## src/rtl/sgmii_rx_buf.sv

```systemverilog
// sgmii_rx_buf: SGMII receive side. Parses /C/ and /I/ ordered sets from decoded
// TBI bytes, drives the autonegotiation handshake flags, tracks comma sync and
// converts /S/ .. /T/ framed packets into registered GMII receive cycles.
// Optional build macro: SGMII_RX_STATS_EN adds rx_pkt_cnt / rx_err_cnt ports.
module sgmii_rx_buf #(
  parameter int unsigned IDLE_COUNT     = 8,
  parameter int unsigned TIMEOUT_CYCLES = 4096,
  parameter int unsigned MATCH_COUNT    = 3
) (
  input  logic        tbi_tx_clk,
  input  logic        rst,
  input  logic [7:0]  rx_byte,
  input  logic        rx_is_k,
  input  logic        rx_err,
  output logic        sgmii_autoneg_start,
  output logic        sgmii_autoneg_ack,
  output logic        sgmii_autoneg_idle,
  output logic [15:0] link_config,
  output logic        sync_ok,
  output logic [7:0]  gmii_rxd,
  output logic        gmii_rx_dv,
  output logic        gmii_rx_er
`ifdef SGMII_RX_STATS_EN
  ,
  output logic [15:0] rx_pkt_cnt,
  output logic [15:0] rx_err_cnt
`endif
);

  localparam int unsigned TmoW   = $clog2(TIMEOUT_CYCLES);
  localparam int unsigned IdleW  = $clog2(IDLE_COUNT + 1);
  localparam int unsigned MatchW = $clog2(MATCH_COUNT + 1);

  localparam logic [7:0] K28_5 = 8'hBC;
  localparam logic [7:0] K_S   = 8'hFB;
  localparam logic [7:0] K_T   = 8'hFD;
  localparam logic [7:0] K_E   = 8'hFE;

  typedef enum logic [1:0] {OS_IDLE, OS_K, OS_C_LO, OS_C_HI} os_state_e;

  os_state_e         state_q, state_d;
  logic              in_pkt_q, in_pkt_d;
  logic [7:0]        word_lo_q;
  logic [15:0]       prev_word_q;
  logic [MatchW-1:0] match_cnt_q, match_nxt;
  logic [IdleW-1:0]  idle_cnt_q, idle_nxt;
  logic [TmoW-1:0]   tmo_cnt_q;

  logic        is_comma, timeout, word_done, idle_done, pkt_start, matched;
  logic [15:0] word;
  logic        dv_d, er_d, term_d;
  logic [7:0]  rxd_d;

  // Ordered-set event decode and saturating counter next values
  always_comb begin
    // An errored byte is never trusted as a comma
    is_comma  = rx_is_k && (rx_byte == K28_5) && !rx_err;
    timeout   = (tmo_cnt_q == TmoW'(TIMEOUT_CYCLES - 1)) && !is_comma;
    word      = {rx_byte, word_lo_q};
    word_done = !in_pkt_q && !rx_err && !rx_is_k && (state_q == OS_C_HI);
    idle_done = !in_pkt_q && !rx_err && !rx_is_k && (state_q == OS_K) &&
                ((rx_byte == 8'hC5) || (rx_byte == 8'h50));
    pkt_start = !in_pkt_q && sgmii_autoneg_idle && rx_is_k && !rx_err && (rx_byte == K_S);

    if (word != prev_word_q) begin
      match_nxt = MatchW'(1);
    end else if (match_cnt_q == MatchW'(MATCH_COUNT)) begin
      match_nxt = match_cnt_q;
    end else begin
      match_nxt = match_cnt_q + MatchW'(1);
    end
    matched = word_done && (match_nxt == MatchW'(MATCH_COUNT));

    if (idle_cnt_q == IdleW'(IDLE_COUNT)) begin
      idle_nxt = idle_cnt_q;
    end else begin
      idle_nxt = idle_cnt_q + IdleW'(1);
    end
  end

  // Parser next state; frozen in OS_IDLE inside a packet except for a comma
  always_comb begin
    state_d = OS_IDLE;
    if (in_pkt_q) begin
      state_d = is_comma ? OS_K : OS_IDLE;
    end else if (rx_err) begin
      state_d = OS_IDLE;
    end else if (is_comma) begin
      state_d = OS_K;
    end else begin
      case (state_q)
        OS_K: begin
          if (!rx_is_k && ((rx_byte == 8'hB5) || (rx_byte == 8'h42))) state_d = OS_C_LO;
        end
        OS_C_LO: begin
          if (!rx_is_k) state_d = OS_C_HI;
        end
        default: state_d = OS_IDLE;
      endcase
    end
  end

  // Packet decode into next GMII cycle
  always_comb begin
    dv_d     = 1'b0;
    er_d     = 1'b0;
    rxd_d    = 8'h00;
    term_d   = 1'b0;
    in_pkt_d = in_pkt_q;
    if (in_pkt_q) begin
      if (rx_err) begin
        dv_d = 1'b1;
        er_d = 1'b1;
      end else if (rx_is_k) begin
        case (rx_byte)
          K_E: begin
            dv_d = 1'b1;
            er_d = 1'b1;
          end
          K_T: begin
            in_pkt_d = 1'b0;
            term_d   = 1'b1;
          end
          default: begin
            // Unexpected K (including a comma) aborts the frame with one error cycle
            dv_d     = 1'b1;
            er_d     = 1'b1;
            in_pkt_d = 1'b0;
          end
        endcase
      end else begin
        dv_d  = 1'b1;
        rxd_d = rx_byte;
      end
    end else if (pkt_start) begin
      dv_d     = 1'b1;
      rxd_d    = 8'h55;
      in_pkt_d = 1'b1;
    end
    if (timeout) begin
      dv_d     = 1'b0;
      er_d     = 1'b0;
      rxd_d    = 8'h00;
      term_d   = 1'b0;
      in_pkt_d = 1'b0;
    end
  end

  // Parser, autonegotiation flags, sync tracking and GMII output registers
  always_ff @(posedge tbi_tx_clk or posedge rst) begin
    if (rst) begin
      state_q             <= OS_IDLE;
      in_pkt_q            <= 1'b0;
      word_lo_q           <= 8'h00;
      prev_word_q         <= 16'h0000;
      match_cnt_q         <= '0;
      idle_cnt_q          <= '0;
      tmo_cnt_q           <= '0;
      sgmii_autoneg_start <= 1'b0;
      sgmii_autoneg_ack   <= 1'b0;
      sgmii_autoneg_idle  <= 1'b0;
      link_config         <= 16'h0000;
      sync_ok             <= 1'b0;
      gmii_rxd            <= 8'h00;
      gmii_rx_dv          <= 1'b0;
      gmii_rx_er          <= 1'b0;
    end else begin
      state_q    <= state_d;
      in_pkt_q   <= in_pkt_d;
      gmii_rxd   <= rxd_d;
      gmii_rx_dv <= dv_d;
      gmii_rx_er <= er_d;

      if (!in_pkt_q && (state_q == OS_C_LO)) word_lo_q <= rx_byte;

      if (is_comma) begin
        tmo_cnt_q <= '0;
        sync_ok   <= 1'b1;
      end else begin
        tmo_cnt_q <= tmo_cnt_q + TmoW'(1);
        if (timeout) sync_ok <= 1'b0;
      end

      if (timeout) begin
        sgmii_autoneg_start <= 1'b0;
        sgmii_autoneg_ack   <= 1'b0;
        sgmii_autoneg_idle  <= 1'b0;
        match_cnt_q         <= '0;
        idle_cnt_q          <= '0;
        prev_word_q         <= 16'h0000;
      end else if (word_done) begin
        prev_word_q <= word;
        match_cnt_q <= match_nxt;
        idle_cnt_q  <= '0;
        if (matched) begin
          link_config <= word;
          if (word != 16'h0000) begin
            sgmii_autoneg_start <= 1'b1;
            sgmii_autoneg_ack   <= word[14];
          end else begin
            sgmii_autoneg_start <= 1'b0;
            sgmii_autoneg_ack   <= 1'b0;
            sgmii_autoneg_idle  <= 1'b0;
          end
        end
      end else if (idle_done) begin
        idle_cnt_q <= idle_nxt;
        if (sgmii_autoneg_ack && (idle_nxt == IdleW'(IDLE_COUNT))) sgmii_autoneg_idle <= 1'b1;
      end
    end
  end

`ifdef SGMII_RX_STATS_EN
  // Frame and error statistics, wrapping at 16 bits
  always_ff @(posedge tbi_tx_clk or posedge rst) begin
    if (rst) begin
      rx_pkt_cnt <= 16'h0000;
      rx_err_cnt <= 16'h0000;
    end else begin
      if (term_d) rx_pkt_cnt <= rx_pkt_cnt + 16'h0001;
      if (er_d || (!in_pkt_q && rx_err)) rx_err_cnt <= rx_err_cnt + 16'h0001;
    end
  end
`else
  logic unused_term;
  assign unused_term = term_d;
`endif

endmodule

```

## config.mk

```make
export PLATFORM = sky130hd
export DESIGN_NAME = sgmii_rx_buf
export DESIGN_NICKNAME = d
export VERILOG_FILES = /design/src/rtl/sgmii_rx_buf.sv
export SDC_FILE = /design/constraint.sdc
export NUM_CORES = 1
export LEC_CHECK = 0
export CAP_MARGIN = 20
export CELL_PAD_IN_SITES_DETAIL_PLACEMENT = 1
export CELL_PAD_IN_SITES_GLOBAL_PLACEMENT = 1
export CORE_ASPECT_RATIO = 2
export CORE_MARGIN = 1
export CORE_UTILIZATION = 40
export CTS_CLUSTER_SIZE = 28
export DETAILED_ROUTE_END_ITERATION = 8
export MAX_ROUTING_LAYER = met4
export PLACE_DENSITY = 0.78
export SLEW_MARGIN = 20
export SYNTH_ARGS = -nofsm -noshare
export SYNTH_HDL_FRONTEND = slang
export SYNTH_SLANG_ARGS = --single-unit
```

## constraint.sdc

```tcl
create_clock -name tbi_tx_clk -period 2.6 [get_ports tbi_tx_clk]
set_input_delay 0.52 -clock tbi_tx_clk [delete_from_list [all_inputs] [get_ports tbi_tx_clk]]
set_output_delay 0.52 -clock tbi_tx_clk [all_outputs]
set_load 0.05 [all_outputs]
```

==> reports/results.txt <==
outcome = finished, final reports clean
core box area = 8710 um^2
CP endpoint kind = flop
min Tclk post-route = 2.48 ns
mean area per synthesized cell = 10.9 um^2
Endpoint, Worst Hold = tmo_cnt_q[0]
Die Y = 136 um
dpl hpwl = 7230 um
vias per inst = 5.60
top-count cell post-synth = dfrtp_1
global-route usage over all layers = 24.7%
unrepaired setup endpoints after global routing = no
clock tree from TritonCTS = built
DRT iter0 DRCs = 161
critical path class = primary input to flop
Num CTS Buffers = 9
number of flops mapped to enable cells by yosys = 0
port bufs = 41
row count = 48
fillers = 941
area occupied by registers = 1880 um^2
initial antenna violation count = 0
CP arrival = 2.75 ns
final net count = 420
Worst Hold Class = flop to flop
hold path cells = 1
synth warn = 0
Skew-Pair Late Insertion Delay = 0.35 ns
Hold-fix buffers, CTS = 0
die width = 69.2 um
first-pass GRT wire length = 17,000 um
Most common cell on crit path = buf_4
Initial Util = 41.5%
antenna cell count = 0
top_reg_cell synth = dfrtp_1
Final Skew = 0.00660 ns
Leak = 2.10 nW
data required time of the worst path = 2.87 ns
FF-to-FF path depth = 7
Syn-to-layout area delta = 28.6%
Max clock buf depth = 2
vias in the first global route = 3,196
H-Tree Depth = 3
worst-margin pin slew = 0.548 ns
min-delay src = tmo_cnt_q[0]
maximum vdd drop = 464 uV
reg2reg start = prev_word_q[13]
crit-path max FO = 6
Seq/Total Area, Yosys = 51.9%
post-synth top area share = 51.9%
largest net degree at the start of global routing = 76
DRC = 0
Place WS = -0.267 ns
Sink Count = 75
Detail Route Antenna Nets = 0
f_max = 403 MHz
DR vias = 2,837
Final Hold Fails = 0
ys async rst share = 100%
synth top area cells = dfrtp_1 52%, xor2_1 5.8%, nand2_1 5.1%, mux2_4 4.2%, a21oi_1 3.9%
Critical Path Slowest Stage Cell = clkdlybuf4s50_1
# setup viols final = 0
cell taking the most area after synthesis = dfrtp_1
Die ar. = 9450 um^2
max_slew headroom = 63.4%
Post-Syn Area = 3620 um^2
layout cells sized above 1 = 19.9%
fin crit share = 95.5%
average wire per standard cell = 20.1 um
Design Power = 2.86 mW
CTS clock-pin slew for the worst setup and hold paths = 0.06 ns
max incr delay on CP = 0.54 ns
R2R setup slack = 0.47 ns
postcts setup bufs = 0
worst path bufs/invs = 3
syn nets = 351
clock root cell = clkbuf_16
reg2reg end = link_config[10]
CTS resizes = 0
Post-synth top cells = 75 x dfrtp_1, 49 x nand2_1, 28 x a21oi_1
Top Ports = 42
Seq cells post-synth = 75
fin worst setup slack = 0.116 ns
worst path cell trace = clkdlybuf4s50_1 > buf_4 > or4b_1 > a2111oi_4 > buf_4 > nand4b_1 > a21oi_1
Yosys cell types = 47
Total Routed Length = 10,200 um
Pre-Repair DR Iteration Count = 4
critical path's top delay family = buffers and inverters
Max Cap Viol = 0
GP Congestion = 0.824
area occupied by multi-input gates = 1610 um^2
Final Max Slew Viols = 0
PwrDens = 615 nW/um^2
gr ovfl total = 0
Critical Path Source Type = primary input
Syn Inst Count = 333
-- through the flow --
stage	TNS, ns	util (%)	std cells	hold slack, ns	instance area (um^2)
final	0	53.4	507	0.486	4650
after global placement	-3.62	49.7	491	0.464	4330
after CTS	0	53.3	507	0.489	4650
after floorplan	0	-	333	0.448	3620
after global routing	0	53.4	507	0.524	4650
after detailed placement	-4.59	49.7	491	0.482	4330
-- worst register-to-register path: stages, from the launching register on --
cell,delay [ns]
dfrtp_1,0.39
xor2_1,0.17
nor4_2,0.38
buf_4,0.18
nand4_2,0.11
nor3_4,0.23
buf_12,0.19
mux2_2,0.36
-- worst max path at each step --
stage	start	endpoint	cells past startpoint	slack [ns]
floorplan	rst	gmii_rx_dv	1	0.17
global placement	rx_byte[5]	link_config[13]	8	-0.21
detailed placement	rx_byte[5]	link_config[9]	8	-0.27
CTS	rx_byte[5]	link_config[10]	8	0.003
global route	rx_byte[7]	idle_cnt_q[0]	7	0.0006
finish	rx_byte[7]	idle_cnt_q[2]	7	0.12
-- report_power, final --
part           leakage (nW)  internal, mW  switching (mW)
clock                 0.157         0.867           0.497
combinational         0.931        0.0904           0.111
sequential             1.01          1.23          0.0681
total                  2.10          2.18           0.676
-- registers in the layout (all words and copies together), names as in the netlist, 2 cells and up --
register	count
match_cnt_q	2
state_q	2
link_config	16
word_lo_q	8
idle_cnt_q	4
prev_word_q	16
tmo_cnt_q	12
gmii_rxd	8
-- cells in the final DEF, fill, tap and decap left out, types with 7 or more instances in the layout --
master / instances
nor3_1: 7
mux2_2: 12
inv_1: 7
and3_1: 7
dfrtp_1: 75
mux2_4: 10
a21oi_1: 28
clkbuf_16: 9
buf_4: 32
xor2_1: 24
nand2_1: 49
nor2_1: 20
clkdlybuf4s50_1: 41
-- area by class of cell --
| cell class | count | share of cell area [%] |
|---|---|---|
| Clock buffer | 12 | 5.30 |
| Clock inverter | 4 | 1.59 |
| Inverter | 8 | 0.646 |
| Multi-Input combinational cell | 233 | 34.6 |
| Sequential cell | 75 | 40.3 |
| Tap cell | 100 | 2.69 |
| Timing Repair Buffer | 75 | 14.8 |
-- logic make-up after synthesis --
group / count (synthesis) / share of synthesized area, %
simple gates: 129 / 19.2
compound gates: 47 / 7.96
flops: 75 / 51.9
xor+xnor: 28 / 6.78
fa+ha+maj: 6 / 2.08
mux: 23 / 8.16
buf+inv: 25 / 3.94
-- layer usage --
metal	part of all wire [%]	routed length, um	global-route usage [%]	up-vias
met1	35	3590	24.0	1452
met3	2.2	224	3.85	36
met5	0	0	-	-
met4	4.5	459	16.1	0
met2	58	5920	44.7	66
li1	-	-	-	1283
(Power assumes the default switching activity.)
